`config.mk`:
```
export PLATFORM = sky130hd
export DESIGN_NAME = exa_crosb_input_vc_buffer
export DESIGN_NICKNAME = d
export VERILOG_FILES = /design/src/rtl/exa_crosb_pkg.sv /design/src/rtl/exa_crosb_vc_fifo.sv /design/src/rtl/exa_crosb_input_vc_buffer.sv
export SDC_FILE = /design/constraint.sdc
export NUM_CORES = 2
export LEC_CHECK = 0
export BUFFER_PORTS_ARGS = -buffer_cell sky130_fd_sc_hd__buf_2
export CAP_MARGIN = 20
export CORE_MARGIN = 2
export CORE_UTILIZATION = 50
export DETAILED_ROUTE_END_ITERATION = 12
export GPL_TIMING_DRIVEN = 0
export PLACE_DENSITY = 0.76
export SETUP_SLACK_MARGIN = 0.02
export SLEW_MARGIN = 20
export SYNTH_ARGS = -nofsm -noshare
export SYNTH_HDL_FRONTEND = slang
export SYNTH_MEMORY_MAX_BITS = 65536
export SYNTH_SLANG_ARGS = --single-unit
```
`constraint.sdc`:
```
create_clock -name ACLK -period 11.25 [get_ports ACLK]
set_clock_uncertainty 0.2 [all_clocks]
set_input_delay 0.5625 -clock ACLK [delete_from_list [all_inputs] [get_ports ACLK]]
set_output_delay 0.5625 -clock ACLK [all_outputs]
set_load 0.05 [all_outputs]
```
`src/rtl/exa_crosb_pkg.sv`:
```
// Shared types for the crossbar input VC buffer: egress FSM states and VC encoding.
package exa_crosb_pkg;

    typedef enum logic {
        IDLE = 1'b0,
        SEND = 1'b1
    } vcb_state_t;

    typedef logic vc_t;

    localparam vc_t VC_LO = 1'b0;
    localparam vc_t VC_HI = 1'b1;

endpackage

```
`src/rtl/exa_crosb_vc_fifo.sv`:
```
// Single virtual-channel flit FIFO with registered pointers; head is a
// combinational read of the slot at rd_ptr.
module exa_crosb_vc_fifo #(
    parameter int width = 129,
    parameter int depth = 16
) (
    input  logic             clk,
    input  logic             rst_n,
    input  logic             push,
    input  logic [width-1:0] wdata,
    input  logic             pop,
    output logic [width-1:0] rdata,
    output logic             full,
    output logic             empty,
    output logic [$clog2(depth):0] count
);

    localparam int AW = $clog2(depth);

    logic [width-1:0] mem [depth];
    logic [AW-1:0]    wr_ptr;
    logic [AW-1:0]    rd_ptr;
    logic [AW:0]      cnt;
    logic             do_push;
    logic             do_pop;

    assign full    = (cnt == (AW+1)'(depth));
    assign empty   = (cnt == '0);
    assign count   = cnt;
    assign rdata   = mem[rd_ptr];
    // A full FIFO refuses the push even when the head is leaving this cycle.
    assign do_push = push & ~full;
    assign do_pop  = pop & ~empty;

    always_ff @(posedge clk) begin
        if (!rst_n) begin
            wr_ptr <= '0;
            rd_ptr <= '0;
            cnt    <= '0;
        end else begin
            if (do_push) wr_ptr <= wr_ptr + 1'b1;
            if (do_pop)  rd_ptr <= rd_ptr + 1'b1;
            cnt <= cnt + (AW+1)'(do_push) - (AW+1)'(do_pop);
        end
    end

    always_ff @(posedge clk) begin
        if (do_push) mem[wr_ptr] <= wdata;
    end

endmodule

```
`src/rtl/exa_crosb_input_vc_buffer.sv`:
```
// Per-input-port two-VC flit buffer feeding the crossbar demux; forwards one
// whole packet at a time with a destination select held for the packet.
module exa_crosb_input_vc_buffer
    import exa_crosb_pkg::*;
#(
    parameter int data_width   = 128,
    parameter int output_num   = 16,
    parameter int sel_width    = $clog2(output_num),
    parameter int fifo_depth   = 16,
    parameter int dest_lsb     = 0,
    parameter int max_hi_burst = 4
) (
    input  logic                  ACLK,
    input  logic                  ARESETN,
    input  logic [data_width-1:0] IN_DATA_i,
    input  logic                  IN_VALID_i,
    input  logic                  IN_LAST_i,
    input  logic                  IN_PRIO_i,
    output logic                  IN_READY_o,
    input  logic                  CTS_i,
    output logic [data_width-1:0] DATA_o,
    output logic                  VALID_o,
    output logic                  LAST_o,
    output logic                  PRIO_o,
    output logic [sel_width-1:0]  SEL_o
);

    localparam int FW = data_width + 1;
    localparam int CW = $clog2(max_hi_burst + 1);
    localparam int NW = $clog2(fifo_depth) + 1;

    logic                 in_pkt;
    vc_t                  vc_latch;
    vc_t                  push_vc;
    logic                 accept;
    logic [1:0]           push;
    logic [1:0]           pop;
    logic [1:0]           full;
    logic [1:0]           empty;
    logic [1:0][FW-1:0]   head;
    logic [1:0][NW-1:0]   count;

    vcb_state_t           state, next_state;
    vc_t                  cur_vc;
    vc_t                  pick_vc;
    logic                 pick;
    logic                 snd_valid;
    logic                 pkt_done;
    logic [sel_width-1:0] sel_q;
    logic [CW-1:0]        burst_cnt;

    // Body flits follow the VC chosen by their head flit.
    assign push_vc    = in_pkt ? vc_latch : vc_t'(IN_PRIO_i);
    assign IN_READY_o = ARESETN & ~full[push_vc];
    assign accept     = IN_VALID_i & IN_READY_o;
    assign push[VC_LO] = accept & (push_vc == VC_LO);
    assign push[VC_HI] = accept & (push_vc == VC_HI);

    for (genvar g = 0; g < 2; g++) begin : g_vc
        exa_crosb_vc_fifo #(
            .width (FW),
            .depth (fifo_depth)
        ) u_fifo (
            .clk   (ACLK),
            .rst_n (ARESETN),
            .push  (push[g]),
            .wdata ({IN_LAST_i, IN_DATA_i}),
            .pop   (pop[g]),
            .rdata (head[g]),
            .full  (full[g]),
            .empty (empty[g]),
            .count (count[g])
        );
    end

    always_ff @(posedge ACLK) begin
        if (!ARESETN) begin
            in_pkt   <= 1'b0;
            vc_latch <= VC_LO;
        end else if (accept) begin
            if (!in_pkt) vc_latch <= vc_t'(IN_PRIO_i);
            in_pkt <= ~IN_LAST_i;
        end
    end

    always_comb begin
        next_state = state;
        pick       = 1'b0;
        pick_vc    = VC_LO;
        pop        = '0;
        snd_valid  = 1'b0;
        pkt_done   = 1'b0;
        case (state)
            IDLE: begin
                if (!empty[VC_HI] && (empty[VC_LO] || burst_cnt < CW'(max_hi_burst))) begin
                    pick    = 1'b1;
                    pick_vc = VC_HI;
                end else if (!empty[VC_LO]) begin
                    pick    = 1'b1;
                    pick_vc = VC_LO;
                end
                if (pick) next_state = SEND;
            end
            SEND: begin
                snd_valid = ARESETN & ~empty[cur_vc];
                if (snd_valid && CTS_i) begin
                    pop[cur_vc] = 1'b1;
                    if (head[cur_vc][data_width]) begin
                        pkt_done   = 1'b1;
                        next_state = IDLE;
                    end
                end
            end
            default: next_state = IDLE;
        endcase
    end

    always_ff @(posedge ACLK) begin
        if (!ARESETN) begin
            state     <= IDLE;
            cur_vc    <= VC_LO;
            sel_q     <= '0;
            burst_cnt <= '0;
        end else begin
            state <= next_state;
            if (pick) begin
                cur_vc <= pick_vc;
                sel_q  <= head[pick_vc][dest_lsb +: sel_width];
            end
            // Burst credit only matters while low-priority traffic is waiting.
            if (empty[VC_LO])
                burst_cnt <= '0;
            else if (pkt_done && cur_vc == VC_LO)
                burst_cnt <= '0;
            else if (pkt_done && burst_cnt < CW'(max_hi_burst))
                burst_cnt <= burst_cnt + 1'b1;
        end
    end

    assign VALID_o = snd_valid;
    assign DATA_o  = snd_valid ? head[cur_vc][data_width-1:0] : '0;
    assign LAST_o  = snd_valid & head[cur_vc][data_width];
    assign PRIO_o  = ARESETN & cur_vc;
    assign SEL_o   = ARESETN ? sel_q : '0;

endmodule

```
; ---- After elaboration in Yosys (flattened, before gate mapping)
; Memories as Yosys holds them, arrays and structs flattened. A register that Yosys moved wholly into a read port is not among the register bits.
; Cells that the tools add are included.
[word_totals]
register_bits = 37
ram_bits = 4128
inputBits = 134
out_inout_bits = 136
wordCells = 99
n_memories = 2
[op_classes]
add_sub_neg = 9
magnitude_cmp = 5
eq_ne = 2
n_mux = 37
n_bitwise = 22
n_reduce_logical = 10
[mem_list]
columns = memory, words, word_bits, read_ports, rd_ports_with_merged_regs, write_ports, line
row1 = g_vc[0].u_fifo.mem, 16, 129, 1, 1, 1, exa_crosb_vc_fifo.sv:20  ; logic [width-1:0] mem [depth];
row2 = g_vc[1].u_fifo.mem, 16, 129, 1, 1, 1, exa_crosb_vc_fifo.sv:20
[op_table]
columns = op, count
row1 = $mux 129, 2
row2 = $mux 128, 1
row3 = $mux 4, 7
row4 = $mux 1, 23
row5 = $add 4x1->4 const B, 4
row6 = $and 1x1->1, 11
row7 = $not 1->1, 11
row8 = $add 5x1->5, 2
row9 = $eq 5x5->1 const B, 2
row10 = $logic_not 5->1, 2
row11 = $sub 5x1->5, 2
row12 = $lt 1x2->1 const B, 3
row13 = $logic_and 1x1->1, 5
row14 = $mux 2, 2
row15 = $add 3x1->3 const B, 1
row16 = $lt 3x3->1 const B, 1
row17 = $reduce_or 3->1, 1
row18 = $pmux 1 s2, 1
row19 = $demux 1 s1, 1
row20 = $ge 1x1->1 const B, 1
row21 = $logic_not 1->1, 1
row22 = $logic_or 1x1->1, 1

; ---- Depth between registers and ports, before layout
[logic_depth]
word_depth = 11
ltp_mapped = 14
ltp_nobuf = 14

; ---- Hierarchy
; Synthesis repeated with hierarchy kept, for this count alone.
[unflattened]
hier_cells = 6647
area_unflattened_um2 = 159625.6
[by_module_without_submodules]
columns = mod, n_inst, cells_each, area_per_inst_um2, seq_area_each_um2
row1 = exa_crosb_vc_fifo, 2, 3205, 78838.1, 62319.8
row2 = exa_crosb_input_vc_buffer, 1, 237, 1949.4, 220.2

; ---- Least setup slack after synthesis
; No wires, ideal clock.
[synth_path]
path_type = input to register
start = input port ARESETN
end = memory g_vc[1].u_fifo.mem[3][0], enable pin
setup_ns = 0.776
arrival_time_ns = 10.265
t_required_ns = 10.274
path_slack_ns = 0.008
path_stages = 5
n_path_buf = 1
path_cell_list = clkbuf_1 > nand2_1 > nor3_2 > nand2_1 > nor3_1
[synth_via]
elab_chain_cells = 6
[synth_lines]
columns = element, line
row1 = start: declaration, exa_crosb_input_vc_buffer.sv:14  ; input logic ARESETN,
row2 = $and 1x1->1, exa_crosb_input_vc_buffer.sv:54  ; assign IN_READY_o = ARESETN & ~full[push_vc];
row3 = $and 1x1->1, exa_crosb_input_vc_buffer.sv:55  ; assign accept = IN_VALID_i & IN_READY_o;
row4 = $and 1x1->1, exa_crosb_input_vc_buffer.sv:57  ; assign push[VC_HI] = accept & (push_vc == VC_HI);
row5 = $and 1x1->1, exa_crosb_vc_fifo.sv:32  ; assign do_push = push & ~full;
row6 = named net g_vc[1].u_fifo.do_push, exa_crosb_vc_fifo.sv:24  ; logic do_push;
row7 = $mux 1, exa_crosb_vc_fifo.sv:48  ; if (do_push) mem[wr_ptr] <= wdata;
row8 = $mux 1 (not written as such), exa_crosb_vc_fifo.sv:48
row9 = end: declaration, exa_crosb_vc_fifo.sv:20
; The timed path passes the listed nets, and every way through them passes these cells.

==> results by group <==
Hold path
  • Hold WC Path Type: input port to register
  • Hold depth: 4

Critical path
  • Worst r2r path cells: 13
  • Setup CP Type: register to output pin
  • FF-to-FF setup slack: roughly 6 ns
  • Crit start category: register
  • R2r startpoint: g_vc[1].u_fifo.count[2]$_SDFF_PN0_
  • Worst Setup EP: DATA_o[96]
  • Slowest-stage cell, CP: clkbuf_1
  • Crit path DAT: ~5.5 ns
  • Cell Chain, Critical Path: buf_2, buf_4, buf_2, clkbuf_1, mux4_2, mux4_2, mux2i_1, nor2_1, buf_2
  • CP max stage delay: ~0.97 ns
  • Crit Path Max Fanout: 10
  • Reg2reg end: g_vc[1].u_fifo.mem[2][66]$_DFFE_PP_
  • Setup crit end kind: output pin
  • Worst Path Required: ~10 ns
  • Most used cell, CP: buf_2

Route
  • Vias: roughly 80000
  • DRT Pass-1 Iters: 7
  • Final wirelength: approximately 480000 um
  • DR iter-0 viols: roughly 14000
  • Final ANT Viol Nets: 0
  • DRC viols: 0
  • DR WL/cell: 40.0 um
  • Vias per inst: between 6 and 7

Logic synthesis
  • EDFF count, synth: just over 4000
  • Ys flop type: edfxtp_1
  • Async SR Flop Fraction: 0
  • Yosys cell types: 49
  • Total number of yosys warnings: 0
  • Synthesized Nets: ~6500
  • Syn avg cell area: between 20 and 30 sq um
  • Netlist Area Pre-Place: approximately 160000 sq um
  • Register area share after synthesis: 0.786
  • Post-Synthesis Cells: between 6000 and 7000
  • #FFs+latches synth: ~4200

Clock network
  • H-Tree Depth: 5
  • Reg clk slew, reported paths: around 0.07 ns
  • TritonCTS Buffers: roughly 380
  • Sink Count: approximately 4200
  • Clk buf depth: 4
  • Root Buffer: clkbuf_16
  • Worst skew pair latency: between 0.9 and 1 ns
  • CTS tree: yes
  • Setup bufs post-CTS: 0

Power and ir drop
  • Cell Int Power: approximately 26 mW
  • Part of the power in the clock network: 0.404
  • Worst VDD drop: between 0.1 and 0.15 mV
  • PD cells: 180 nW/um^2
  • Seq pwr share: 0.516
  • Switching Fraction: 0.231
  • Sw Pwr: between 7 and 8 mW
  • Gate power share: 0.080
  • Final Power: 33.4 mW
  • Static Leak: 57.2 nW

Timing
  • Setup TNS: 0 ns
  • Hold Vio Cnt, Final: 0
  • Slew at the pin closest to its max-slew limit: 1.33 ns
  • Pins over their slew limit: 0
  • Max Freq: around 160 MHz
  • Rel. slew slack: 0.113
  • Final setup violating endpoints: 0
  • Crit path time final: ~6.3 ns
  • RSZ-0062 raised after global routing: false
  • Final hold slack: 0.0907 ns
  • Final Cycle Share: 0.558

Global routing
  • First-pass GRT wire length: ~660000 um
  • Via count of the first global-routing pass: just over 80000
  • Met3 GRT Util: 0.0701
  • Met2 Use GR: 0.478
  • Total gr overflow: 0
  • Busiest layer in global routing: met2
  • GR Util All Layers: 0.292
  • Initial antenna violation count: 47
  • Met1 usage: 0.353
  • Largest net degree at the start of global routing: 41

Die
  • Die extent in y: roughly 570 um
  • Die Area: between 300000 and 400000 sq um
  • Initial Util: 0.503
  • Core area: 315000 sq um
  • Cell Rows: between 200 and 250
  • Die Wd: about 570 um
  • Io pins: 270

Run status
  • Run status: completed

Finish
  • Area added between synthesis and finish: 16.9%
  • Share of layout cells above drive strength 1: 0.345
  • Nets: about 7600
  • Post-layout util: 0.589
  • Fillers: 20400

Placement
  • Final Wtd Congestion: just under 0.8
  • I/O Buffers: between 200 and 300
  • HPWL Detailed: ~270000 um

Job
  • Max cap viols: 0
==> power by group through the flow <==
stage               Clock, mW  Combinational [mW]  Sequential, mW
global route             14.0                2.76            17.2
CTS                      13.4                2.63            17.2
global placement            0                2.37            17.6
finish                   13.5                2.69            17.2
detailed placement          0                2.50            17.6
floorplan                   0                1.51            17.6
==> layout by cell type, fill, tap and decap left out, types with 10 or more instances in the layout <==
| master | synthesis | routed |
|---|---|---|
| edfxtp_1 | 4128 | 4128 |
| mux4_2 | 1280 | 1280 |
| clkbuf_16 | 0 | 392 |
| buf_2 | 113 | 386 |
| clkbuf_1 | 156 | 213 |
| mux2i_1 | 163 | 163 |
| nor2_1 | 170 | 154 |
| buf_4 | 4 | 140 |
| dlygate4sd3_1 | 0 | 131 |
| buf_16 | 0 | 101 |
| buf_12 | 0 | 86 |
| clkinv_1 | 0 | 74 |
| clkinv_2 | 0 | 60 |
| buf_6 | 27 | 56 |
| diode_2 | 0 | 52 |
| bufinv_16 | 0 | 52 |
| dfxtp_1 | 45 | 45 |
| clkbuf_2 | 0 | 34 |
| inv_1 | 23 | 23 |
| ha_1 | 23 | 23 |
| nor2_4 | 0 | 16 |
| nand2_1 | 14 | 14 |
| buf_8 | 0 | 13 |
| a21oi_1 | 12 | 12 |
| buf_1 | 25 | 11 |
| xor2_1 | 10 | 10 |
==> final cells by class <==
type	count	area, sq um	share of cell area
sequential	4173	125000	0.672
multi-input combinational	1769	32500	0.175
timing repair buffer	765	8700	0.0469
buffer	325	1630	0.00878
inverter	25	93.8	0.000505
clock inverter	219	2470	0.0133
clock buffer	477	10200	0.0547
tap	4160	5200	0.0280
antenna	52	130	0.000701
==> worst min path at each step <==
stage | start | to | slack (ns)
5_1_grt | ARESETN | sel_q[2]$_SDFFE_PN0P_ | 0.09
4_1_cts | ARESETN | sel_q[2]$_SDFFE_PN0P_ | 0.04
3_5_place_dp | vc_latch$_SDFFE_PN0N_ | vc_latch$_SDFFE_PN0N_ | 0.29
3_3_place_gp | vc_latch$_SDFFE_PN0N_ | vc_latch$_SDFFE_PN0N_ | 0.26
2_1_floorplan | vc_latch$_SDFFE_PN0N_ | vc_latch$_SDFFE_PN0N_ | 0.25
6_report | ARESETN | sel_q[2]$_SDFFE_PN0P_ | 0.09
==> logic make-up after synthesis <==
group                    share of synthesized area
multiplexers                                 0.192
flip-flops                                   0.786
AO/OA/AOI/OAI                              0.00139
AND/OR/NAND/NOR                            0.00705
buffers and inverters                       0.0105
adder cells (fa/ha/maj)                    0.00206
XOR/XNOR                                  0.000993
==> cells in the mapped netlist (3+ instances only) <==
cell	instances	area share
nor4bb_1	3	0.00019
a31o_1	3	0.00017
mux4_2	1280	0.18
o21ai_0	6	0.00019
nor3_1	10	0.00032
buf_2	113	0.0036
inv_1	23	0.00054
buf_4	4	0.00019
a21oi_1	12	0.00038
nand2_1	14	0.00033
and2_1	17	0.00067
nor2_1	170	0.0040
buf_6	27	0.0019
xor2_1	10	0.00055
ha_1	23	0.0018
xnor2_1	8	0.00044
or3_1	3	0.00012
dfxtp_1	45	0.0057
buf_1	25	0.00059
nor2b_1	5	0.00020
edfxtp_1	4128	0.78
mux2i_1	163	0.010
nand4_1	8	0.00032
clkbuf_1	156	0.0037
nand3_1	5	0.00016
==> worst max-delay path, delay by kind of cell (launching register included) <==
kind | cells | cell delay (ns)
buffers and inverters | 5 | 2.34
multiplexers | 3 | 1.74
AND/OR/NAND/NOR | 1 | 0.15
flip-flops | 1 | 0.30
==> routing by layer <==
layer,part of all wire,up-vias
met1,0.31,42300
met3,0.13,1697
met5,0.00063,-
met4,0.073,16
li1,-,29700
met2,0.49,8014
==> stage by stage <==
step | setup WS (ns) | std cells | cell area, sq um
floorplan | 0.0336 | 6292 | 159000
global placement | -13.36 | 10700 | 165000
detailed placement | 6.11 | 11100 | 172000
CTS | 5.05 | 11900 | 186000
global route | 5.13 | 11900 | 186000
finish | 4.97 | 12000 | 186000
==> timing repair <==
action	CTS	global route
endpoints found under the hold margin	4131	0
resized for setup	0	0
hold buffers	131	0
==> flip-flops by register name (all words and copies together) (netlist names), named ones only <==
| register | count |
|---|---|
| cur_vc | 1 |
| g_vc.u_fifo.rd_ptr | 8 |
| g_vc.u_fifo.mem | 4128 |
| sel_q | 4 |
| g_vc.u_fifo.wr_ptr | 8 |
| state | 1 |
| g_vc.u_fifo.count | 10 |
| burst_cnt | 3 |
| vc_latch | 1 |
| in_pkt | 1 |
Note: power is estimated with default switching activity, not from simulation.
